`config.mk`:
```
export PLATFORM = sky130hd
export DESIGN_NAME = ha_array_row_sequencer_flat
export DESIGN_NICKNAME = d
export VERILOG_FILES = /design/src/rtl/ha_mul_pkg.sv /design/src/rtl/ha_array_row_sequencer_if.sv /design/src/rtl/ha_row_align.sv /design/src/rtl/ha_array_row_sequencer.sv /design/src/flat_wrapper.sv
export SDC_FILE = /design/constraint.sdc
export NUM_CORES = 1
export LEC_CHECK = 0
export CAP_MARGIN = 10
export CORE_MARGIN = 10
export CORE_UTILIZATION = 40
export CTS_CLUSTER_SIZE = 28
export DETAILED_ROUTE_END_ITERATION = 8
export PLACE_DENSITY = 0.65
export SYNTH_ARGS = -nofsm -noshare
export SYNTH_HDL_FRONTEND = slang
export SYNTH_HIERARCHICAL = 1
export SYNTH_SLANG_ARGS = --single-unit
```
`constraint.sdc`:
```
create_clock -name clk -period 5.6 [get_ports clk]
set_input_delay 0.56 -clock clk [delete_from_list [all_inputs] [get_ports clk]]
set_output_delay 0.56 -clock clk [all_outputs]
set_load 0.05 [all_outputs]
```
`src/rtl/ha_mul_pkg.sv`:
```
// rtl/ha_mul_pkg.sv - shared constants, state type and row weight helpers for the ha_array multiplier front end
package ha_mul_pkg;

    localparam int OP_W     = 8;
    localparam int NUM_ROWS = OP_W / 2;
    localparam int T_W      = 9;
    localparam int B_W      = 7;
    localparam int PROD_W   = 2 * OP_W;
    localparam int CNT_W    = $clog2(NUM_ROWS);
    localparam int SHIFT_W  = 5;

    typedef enum logic [1:0] {
        IDLE = 2'd0,
        ACC  = 2'd1,
        DONE = 2'd2
    } seq_state_t;

    // Row r starts at weight 2r because each row consumes two multiplier bits.
    function automatic logic [SHIFT_W-1:0] row_t_weight_shift(input logic [CNT_W-1:0] r);
        return SHIFT_W'({r, 1'b0});
    endfunction

    // Carry outputs of row r sit two columns above its sum outputs.
    function automatic logic [SHIFT_W-1:0] row_b_weight_shift(input logic [CNT_W-1:0] r);
        return SHIFT_W'({r, 1'b0}) + SHIFT_W'(2);
    endfunction

endpackage

```
`src/rtl/ha_array_row_sequencer_if.sv`:
```
// rtl/ha_array_row_sequencer_if.sv - operand, product and ha_array signal bundle for the row sequencer
interface ha_array_row_sequencer_if;
    import ha_mul_pkg::*;

    logic                     in_valid;
    logic                     in_ready;
    logic [OP_W-1:0]          in_x;
    logic [OP_W-1:0]          in_y;
    logic [OP_W-1:0]          ha_x;
    logic [OP_W-1:0]          ha_y;
    logic [NUM_ROWS*T_W-1:0]  ha_t;
    logic [NUM_ROWS*B_W-1:0]  ha_b;
    logic                     out_valid;
    logic                     out_ready;
    logic [PROD_W-1:0]        out_prod;

    // Sequencer side.
    modport master (
        input  in_valid,
        output in_ready,
        input  in_x,
        input  in_y,
        output ha_x,
        output ha_y,
        input  ha_t,
        input  ha_b,
        output out_valid,
        input  out_ready,
        output out_prod
    );

    // Operand source, product consumer and ha_array side.
    modport slave (
        output in_valid,
        input  in_ready,
        output in_x,
        output in_y,
        input  ha_x,
        input  ha_y,
        output ha_t,
        output ha_b,
        input  out_valid,
        output out_ready,
        input  out_prod
    );

endinterface

```
`src/rtl/ha_row_align.sv`:
```
// rtl/ha_row_align.sv - selects one ha_array row pair and aligns it to product weight
module ha_row_align
    import ha_mul_pkg::*;
(
    input  logic [NUM_ROWS*T_W-1:0] ha_t,
    input  logic [NUM_ROWS*B_W-1:0] ha_b,
    input  logic [CNT_W-1:0]        row,
    output logic [PROD_W-1:0]       addend
);

    logic [T_W-1:0] t_r;
    logic [B_W-1:0] b_r;

    // Row mux built from constant slices so every select is a static part-select.
    always_comb begin
        t_r = '0;
        b_r = '0;
        for (int r = 0; r < NUM_ROWS; r++) begin
            if (row == CNT_W'(r)) begin
                t_r = ha_t[r*T_W +: T_W];
                b_r = ha_b[r*B_W +: B_W];
            end
        end
    end

    // Zero-extend to product width, shift to the row weight, truncate to PROD_W.
    always_comb begin
        addend = (PROD_W'(t_r) << row_t_weight_shift(row))
               + (PROD_W'(b_r) << row_b_weight_shift(row));
    end

endmodule

```
`src/rtl/ha_array_row_sequencer.sv`:
```
// rtl/ha_array_row_sequencer.sv - latches an operand pair and reduces four ha_array rows into a product
module ha_array_row_sequencer
    import ha_mul_pkg::*;
(
    input  logic                         clk,
    input  logic                         rst_n,
    input  logic                         flush,
    output logic                         busy,
    ha_array_row_sequencer_if.master     bus
);

    localparam logic [CNT_W-1:0] LAST_ROW = CNT_W'(NUM_ROWS - 1);

    seq_state_t          state_q;
    seq_state_t          state_d;
    logic [CNT_W-1:0]    row_cnt_q;
    logic [PROD_W-1:0]   acc_q;
    logic [PROD_W-1:0]   acc_next;
    logic [PROD_W-1:0]   addend;
    logic [OP_W-1:0]     ha_x_q;
    logic [OP_W-1:0]     ha_y_q;
    logic                out_valid_q;
    logic [PROD_W-1:0]   out_prod_q;

    logic                accept;
    logic                acc_step;
    logic                last_row;
    logic                clr_cnt;
    logic                release_prod;

    ha_row_align u_row_align (
        .ha_t   (bus.ha_t),
        .ha_b   (bus.ha_b),
        .row    (row_cnt_q),
        .addend (addend)
    );

    assign acc_next = acc_q + addend;

    // Next-state and step controls; flush overrides every transition.
    always_comb begin
        state_d      = state_q;
        accept       = 1'b0;
        acc_step     = 1'b0;
        last_row     = 1'b0;
        clr_cnt      = 1'b0;
        release_prod = 1'b0;
        if (flush) begin
            state_d = IDLE;
            clr_cnt = 1'b1;
        end else begin
            case (state_q)
                IDLE: begin
                    if (bus.in_valid) begin
                        accept  = 1'b1;
                        state_d = ACC;
                    end
                end
                ACC: begin
                    acc_step = 1'b1;
                    if (row_cnt_q == LAST_ROW) begin
                        last_row = 1'b1;
                        state_d  = DONE;
                    end
                end
                DONE: begin
                    if (bus.out_ready) begin
                        release_prod = 1'b1;
                        state_d      = IDLE;
                    end
                end
                default: state_d = IDLE;
            endcase
        end
    end

    // State register.
    always_ff @(posedge clk or negedge rst_n) begin
        if (!rst_n) begin
            state_q <= IDLE;
        end else begin
            state_q <= state_d;
        end
    end

    // Operand latch, row counter and accumulator; acc and operands survive a flush.
    always_ff @(posedge clk or negedge rst_n) begin
        if (!rst_n) begin
            ha_x_q    <= '0;
            ha_y_q    <= '0;
            acc_q     <= '0;
            row_cnt_q <= '0;
        end else if (accept) begin
            ha_x_q    <= bus.in_x;
            ha_y_q    <= bus.in_y;
            acc_q     <= '0;
            row_cnt_q <= '0;
        end else if (acc_step) begin
            acc_q     <= acc_next;
            row_cnt_q <= row_cnt_q + CNT_W'(1);
        end else if (clr_cnt) begin
            row_cnt_q <= '0;
        end
    end

    // Product register: captured with the last row so it is valid and stable for all of DONE.
    always_ff @(posedge clk or negedge rst_n) begin
        if (!rst_n) begin
            out_valid_q <= 1'b0;
            out_prod_q  <= '0;
        end else if (flush || release_prod) begin
            out_valid_q <= 1'b0;
        end else if (last_row) begin
            out_valid_q <= 1'b1;
            out_prod_q  <= acc_next;
        end
    end

    assign bus.ha_x      = ha_x_q;
    assign bus.ha_y      = ha_y_q;
    assign bus.in_ready  = (state_q == IDLE);
    assign bus.out_valid = out_valid_q;
    assign bus.out_prod  = out_prod_q;
    assign busy          = (state_q != IDLE);

endmodule

```
`src/flat_wrapper.sv`:
```
// flat-port wrapper written by rule: the top's interface ports become plain ports
module ha_array_row_sequencer_flat import ha_mul_pkg::*;
  (clk, rst_n, flush, busy, bus_in_valid, bus_in_ready, bus_in_x, bus_in_y, bus_ha_x, bus_ha_y, bus_ha_t, bus_ha_b, bus_out_valid, bus_out_ready, bus_out_prod);
  ha_array_row_sequencer_if bus_i ();
  input  logic clk;
  input  logic rst_n;
  input  logic flush;
  output logic busy;
  input wire logic [$bits(bus_i.in_valid)-1:0] bus_in_valid;
  output wire logic [$bits(bus_i.in_ready)-1:0] bus_in_ready;
  input wire logic [$bits(bus_i.in_x)-1:0] bus_in_x;
  input wire logic [$bits(bus_i.in_y)-1:0] bus_in_y;
  output wire logic [$bits(bus_i.ha_x)-1:0] bus_ha_x;
  output wire logic [$bits(bus_i.ha_y)-1:0] bus_ha_y;
  input wire logic [$bits(bus_i.ha_t)-1:0] bus_ha_t;
  input wire logic [$bits(bus_i.ha_b)-1:0] bus_ha_b;
  output wire logic [$bits(bus_i.out_valid)-1:0] bus_out_valid;
  input wire logic [$bits(bus_i.out_ready)-1:0] bus_out_ready;
  output wire logic [$bits(bus_i.out_prod)-1:0] bus_out_prod;
  assign bus_i.in_valid = bus_in_valid;
  assign bus_in_ready = bus_i.in_ready;
  assign bus_i.in_x = bus_in_x;
  assign bus_i.in_y = bus_in_y;
  assign bus_ha_x = bus_i.ha_x;
  assign bus_ha_y = bus_i.ha_y;
  assign bus_i.ha_t = bus_ha_t;
  assign bus_i.ha_b = bus_ha_b;
  assign bus_out_valid = bus_i.out_valid;
  assign bus_i.out_ready = bus_out_ready;
  assign bus_out_prod = bus_i.out_prod;
  ha_array_row_sequencer u_core (.clk(clk), .rst_n(rst_n), .flush(flush), .busy(busy), .bus(bus_i));
endmodule
```
==> results.json, run 1 <==
{
  "vias": 4334,
  "fin_cells": 761,
  "syn_inst": 506,
  "cts_root_buffer": "clkbuf_16",
  "synth_seq_cells": 53,
  "slew_viol_final": 0,
  "finalNetCount": 742,
  "rows": 38,
  "dr.pass1.iters": 4,
  "drc_errors": 0,
  "p_leak_nw": 2.648,
  "rsz0062_at_grt": "false",
  "synth_top_family_by_area": "compound AO/OA/AOI/OAI gates",
  "clk_path_buf_depth": 2,
  "end_kind": "flip-flop",
  "io_pins": 120,
  "grt_start_max_net_pins": 54,
  "area_delta_synth_final_pct": 34.06,
  "synth_edf_count": 0,
  "hold_slack_ns": 0.3824,
  "dr.first_iter.drc_count": 182,
  "cts_tree": "yes",
  "place_congestion": 0.9113,
  "track_usage": 0.1688,
  "start_util": 0.4141,
  "cp_slowest_cell": "dfrtp_1",
  "power_density_nw_per_um2": 428.7,
  "period_minus_slack_ns": 5.286,
  "switchingPower_mw": 1.229,
  "yosys.area_share.simple": 0.1549,
  "ys_seq_area_frac": 0.2916,
  "cp_max_fo": 12,
  "hold_violations": 0,
  "antenna_found_initial": 0,
  "syn_nets": 628,
  "final_common_cell": "clkdlybuf4s50_1",
  "worstPathRequired_ns": 5.83,
  "hold_class": "input port to async pin",
  "chipWidth_um": 126.6,
  "routed_wl_um": 13890,
  "overflow": 0,
  "grt_pass1_wl_um": 22980,
  "ir_worst_vdd_v": 0.0003612,
  "path_clk_slew_ns": 0.07,
  "path_class": "flip-flop to flip-flop",
  "final_antenna_net_count": 0,
  "vias_per_cell": 5.695,
  "dieArea_um2": 16040,
  "max-slew-margin-rel": 0.3942,
  "clockPowerShare": 0.138,
  "synth_mux_area_frac": 0.1087,
  "min_period_over_period": 0.9439,
  "insertedDiodeCount": 0,
  "synth_compound_area_frac": 0.2608,
  "ys.flop_type": "dfrtp_1",
  "cp_cell_sequence": "inv_1, ha_2, buf_4, nand3b_1, a311o_2, nand2_1, mux4_2, and2_1, ha_1, a21o_1, or3_1, o211ai_1, nand2_1, o311ai_1, ha_1, a21oi_2, a21boi_0, o211ai_1, a211oi_1, nand3b_1",
  "tns_ns": 0,
  "io_buffers": 119,
  "synthArstFlopShare": 1.000,
  "drive_above_1_share": 0.1192,
  "fmax_mhz": 189.2,
  "switching_share": 0.4702,
  "hold_buffers": 0,
  "worst_slew_pin_slew_ns": 0.9066,
  "status": "completed",
  "crit_family": "compound AO/OA/AOI/OAI gates",
  "max_cap_viol_count": 0,
  "internal_power_mw": 1.385,
  "cts_buffers": 5,
  "cts.sinks": 53,
  "dpl.cell_count": 752,
  "grt_pass1_vias": 4420,
  "fin_area_um2": 6097,
  "crit_arrival_ns": 5.52,
  "avgSynthCellArea_um2": 8.988,
  "cp-start-kind": "flip-flop",
  "synth.distinct_cells": 65,
  "fin_skew_ns": 0.006402,
  "htree_levels": 2,
  "layout_common_cells": "118 x clkdlybuf4s50_1, 54 x nand2_1, 52 x dfrtp_1, 36 x nor2_1, 33 x ha_1",
  "finalSetupViolations": 0,
  "yosysWarningCount": 6,
  "place_area_um2": 5886,
  "core_area_um2": 10980,
  "pwr-share-seq": 0.199,
  "insertion_delay_ns": 0.30,
  "die_y_um": 126.6,
  "postCtsSetupBuffers": 0,
  "hpwl_um": 10910,
  "synthAdderAreaFrac": 0.1051,
  "wire_per_inst_um": 18.26,
  "critPathBufInv": 2,
  "p_comb_frac": 0.663,
  "syn_area_um2": 4548,
  "synth-xor-area-share": 0.04044,
  "critPathMaxStageDelay_ns": 0.49
}
==> area by class of cell <==
type,instances,area (um^2)
flip-flops and latches,53,1328
inverters,13,48.80
repair buffers,132,1287
well taps,140,175.2
clock inverters,3,47.55
fillers,1031,4886
multi-input cells,415,3085
clock buffers,5,125.1
==> final timing paths <==
kind                                        startpoint                      end  slack (ns)  cells after the start
worst max-delay path               u_core/row_cnt_q[1]  u_core/bus.out_prod[14]        0.31                     20
worst min-delay path                             rst_n   u_core/bus.out_prod[5]        0.38                      2
worst max register to register     u_core/row_cnt_q[1]  u_core/bus.out_prod[14]        0.31                     20
worst min register to register  u_core/bus.out_prod[2]   u_core/bus.out_prod[2]        0.50                      2
max in group asynchronous                        rst_n      u_core/row_cnt_q[0]        4.72                      2
min in group clk                u_core/bus.out_prod[2]   u_core/bus.out_prod[2]        0.50                      2
==> power groups by stage <==
stage          registers (mW)  clock network (mW)  logic [mW]
5_1_grt                 0.532               0.391        1.90
6_report                0.520               0.361        1.73
4_1_cts                 0.520               0.376        1.72
3_3_place_gp            0.521                   0        1.69
2_1_floorplan           0.661                   0        1.14
3_5_place_dp            0.526                   0        1.71
==> what timing repair did <==
action                     in CTS  in global routing
hold endpoints to repair        0                  0
gates resized for setup         0                  7
setup endpoints to repair       0                 10
==> cells by family (layout without fill, tap and decap cells) <==
kind of cell    Yosys count  count (layout)
buf+inv                  39             153
fa+ha+maj                37              37
mux                      43              43
flops                    53              53
xor+xnor                 21              21
simple gates            149             150
compound gates          164             164
==> synth_stat cells, types with 4 or more instances <==
cell	instances	area, um^2
buf_2	5	25.02
xor2_1	6	52.55
nand3_1	8	40.04
ha_1	35	437.9
nand3b_1	6	45.04
inv_1	10	37.54
o21a_1	8	60.06
a221oi_1	9	78.83
a22o_1	11	96.34
mux2_2	28	315.3
nand2b_1	6	37.54
clkbuf_1	15	56.30
a211oi_1	6	45.04
nand4_1	6	37.54
a21oi_1	30	150.1
buf_4	4	30.03
dfrtp_1	53	1326
nand2_1	54	202.7
mux2i_1	10	100.1
a31oi_1	7	43.79
o22ai_1	7	43.79
a22oi_1	6	45.04
o211ai_1	4	30.03
o21ai_0	22	110.1
o31a_1	9	78.83
xnor2_1	15	131.4
and2_1	8	50.05
a21o_1	10	75.07
nor3_1	10	50.05
nor2_1	36	135.1
o21ai_1	5	25.02
==> sequential cells by signal, summed over array words and instances, names as in the netlist <==
signal and count:
u_core/acc_q 16, u_core/bus.ha_y 8, u_core/row_cnt_q 2, u_core/bus.ha_x 8
u_core/state_q 2, u_core/bus.out_prod 16, u_core/bus.out_valid 1
==> per-stage QoR <==
stage          power [mW]  setup slack [ns]  utilization
4_1_cts             2.619            0.2017       0.5516
5_1_grt             2.824           0.01721       0.5551
3_3_place_gp        2.207            0.3455       0.5359
3_5_place_dp        2.239            0.2194       0.5359
6_report            2.614            0.3140       0.5551
2_1_floorplan       1.804            0.5036            -
==> layer usage <==
layer / up-vias / global-route usage / routed length (um)
li1: 2120 / - / -
met3: 21 / 0.05706 / 1120
met2: 145 / 0.2603 / 6177
met5: - / 0 / 0
met4: 0 / 0.04956 / 295
met1: 2048 / 0.2187 / 6299
==> worst reg2reg max path, delay by kind of cell, from the launching register on <==
family	cells	cell delay, ns
buffers and inverters	2	0.43
and+or+nand+nor	6	0.97
adders and majority gates	3	0.91
muxes	1	0.46
AOI/OAI and AO/OA	8	1.96
DFF	1	0.49
Note: power is estimated with default switching activity, not from simulation.
==> inputs of run 2 (changes only) <==
--- a/config.mk
+++ b/config.mk
@@ -10,7 +10,9 @@
 export CORE_UTILIZATION = 40
 export CTS_CLUSTER_SIZE = 28
 export DETAILED_ROUTE_END_ITERATION = 8
+export GPL_TIMING_DRIVEN = 0
 export PLACE_DENSITY = 0.65
+export SLEW_MARGIN = 15
 export SYNTH_ARGS = -nofsm -noshare
 export SYNTH_HDL_FRONTEND = slang
 export SYNTH_HIERARCHICAL = 1
==> run 2 against run 1 <==
Power about the same; clock power down 8.9%; core utilization is 0.57 points higher; die area unchanged; hold slack got worse by 0.084 ns; via count grew 0.95%; clock skew shrank 0.0019 ns; register-to-register slack better by 0.07 ns; first-iteration DRC count up 8.8%; global-route usage hardly changed; critical endpoint is now u_core/bus.out_prod[13]; highest routed layer unchanged.
==> results.json, run 2 (synthesis gave the netlist of run 1 again) <==
{
  "rsz0062_at_grt": "false",
  "insertion_delay_ns": 0.29,
  "drive_above_1_share": 0.1325,
  "cts_root_buffer": "clkbuf_16",
  "cts_buffers": 5,
  "io_buffers": 119,
  "dr.pass1.iters": 5,
  "worstPathRequired_ns": 5.78,
  "hpwl_um": 11220,
  "grt_start_max_net_pins": 54,
  "fin_cells": 774,
  "worst_slew_pin_slew_ns": 0.6796,
  "utilization": 0.5608,
  "final_antenna_net_count": 0,
  "cp-start-kind": "flip-flop",
  "cts_tree": "yes",
  "fmax_mhz": 191.8,
  "clk_path_buf_depth": 2,
  "finalSetupViolations": 0,
  "hold_class": "input port to async pin",
  "min_period_over_period": 0.9313,
  "critPathMaxStageDelay_ns": 0.41,
  "vias_per_cell": 5.652,
  "total_power_mw": 2.616,
  "timing.rr.end": "u_core/bus.out_prod[13]",
  "max_cap_viol_count": 0,
  "grt_pass1_vias": 4433,
  "layout_common_cells": "118 x clkdlybuf4s50_1, 54 x nand2_1, 51 x dfrtp_1, 35 x nor2_1, 32 x ha_1",
  "max-slew-margin-rel": 0.5469,
  "wire_per_inst_um": 18.31,
  "die_y_um": 126.6,
  "crit_arrival_ns": 5.40,
  "chipWidth_um": 126.6,
  "fin_skew_ns": 0.004494,
  "cp_slowest_cell": "dfrtp_2",
  "cts.sinks": 53,
  "rows": 38,
  "routed_wl_um": 14170,
  "htree_levels": 2,
  "hold_buffers": 0,
  "place_congestion": 0.9155,
  "finalNetCount": 755,
  "overflow": 0,
  "cp_max_fo": 10,
  "dr.first_iter.drc_count": 198,
  "reg2reg_from": "u_core/row_cnt_q[0]",
  "slew_viol_final": 0,
  "place_area_um2": 5912,
  "vias": 4375,
  "ir_worst_vdd_v": 0.0002820,
  "dpl.cell_count": 765,
  "status": "completed",
  "io_pins": 120,
  "final_common_cell": "clkdlybuf4s50_1",
  "drc_errors": 0,
  "grt_pass1_wl_um": 22830,
  "fin_area_um2": 6160,
  "start_util": 0.4141,
  "end_kind": "flip-flop",
  "cp_cell_sequence": "buf_6, inv_2, ha_1, nor2b_4, buf_6, a221oi_1, o31a_1, mux2i_1, mux2_2, ha_1, a21o_1, or3_1, o211ai_1, nand2_1, o311ai_2, ha_2, and2_1, o21ai_0, a31oi_1, nand3b_1, xor2_1, mux2_2",
  "period_minus_slack_ns": 5.215,
  "core_area_um2": 10980,
  "ff2ff_path_depth": 22,
  "tns_ns": 0,
  "power_density_nw_per_um2": 424.7,
  "p_leak_nw": 2.657,
  "insertedDiodeCount": 0,
  "area_delta_synth_final_pct": 35.43,
  "rrSetupSlack_ns": 0.38,
  "track_usage": 0.1689,
  "hold_violations": 0,
  "antenna_found_initial": 0,
  "path_clk_slew_ns": 0.07,
  "path_class": "flip-flop to flip-flop",
  "dieArea_um2": 16040
}
run 2: changes by cell type in the layout (fill, tap and decap cells not counted), sizes merged:
cell,change
bufinv,-1
clkbuf,+14
buf,+1
inv,-1
nor2b,-1
clkinv,+1
run 2: worst max path at each step:
stage / startpoint / end / slack, ns / depth (start not counted)
after global routing: u_core/row_cnt_q[0] / u_core/bus.out_prod[14] / 0.04 / 22
after floorplan: u_core/row_cnt_q[0] / u_core/bus.out_prod[14] / 0.50 / 23
after CTS: u_core/row_cnt_q[0] / u_core/acc_q[15] / 0.01 / 22
after global placement: u_core/row_cnt_q[0] / u_core/bus.out_prod[14] / -0.37 / 23
after detailed placement: u_core/row_cnt_q[0] / u_core/bus.out_prod[14] / -0.39 / 22
final: u_core/row_cnt_q[0] / u_core/bus.out_prod[13] / 0.38 / 22
run 2: stage by stage:
stage	worst slack, ns	hold WS, ns
floorplan	0.5036	0.2644
global placement	-0.3697	0.4659
detailed placement	-0.3862	0.4804
CTS	0.01068	0.3270
global route	0.03858	0.3550
finish	0.3850	0.2982
run 2: critical path, delay by kind of cell (launching register included):
| family | cells | cell delay, ns |
|---|---|---|
| adder cells (fa/ha/maj) | 3 | 1.00 |
| multiplexers | 3 | 0.65 |
| AO/OA/AOI/OAI | 7 | 1.44 |
| AND/OR/NAND/NOR | 5 | 0.99 |
| XOR/XNOR | 1 | 0.17 |
| buffers and inverters | 3 | 0.42 |
| flip-flops | 1 | 0.41 |
run 2: power by group:
part	internal (mW)	switching, mW
Combinational	0.713	1.06
Clock	0.181	0.148
Sequential	0.467	0.0521
Total	1.36	1.26
run 2: layout make-up:
cell class,count,area (um^2)
fill,991,4823
multi-input combinational,414,3114
sequential,53,1329
timing repair buffer,121,1204
tap,140,175.2
clock buffer,6,138.9
buffer,25,132.6
inverter,13,48.80
clock inverter,2,17.52
run 2: timing repair:
action                     4_1_cts  5_1_grt
setup buffers                    1        1
resized for setup                3       21
pin swaps                        1        4
setup endpoints to repair       11       12
cloned                           0        0
run 2: routing by layer:
layer / vias up / track usage / share of wire
met1: 2070 / 0.2099 / 0.45
met3: 13 / 0.05539 / 0.086
li1: 2146 / - / -
met4: 0 / 0.04354 / 0.015
met2: 146 / 0.2752 / 0.45
met5: - / 0 / 0
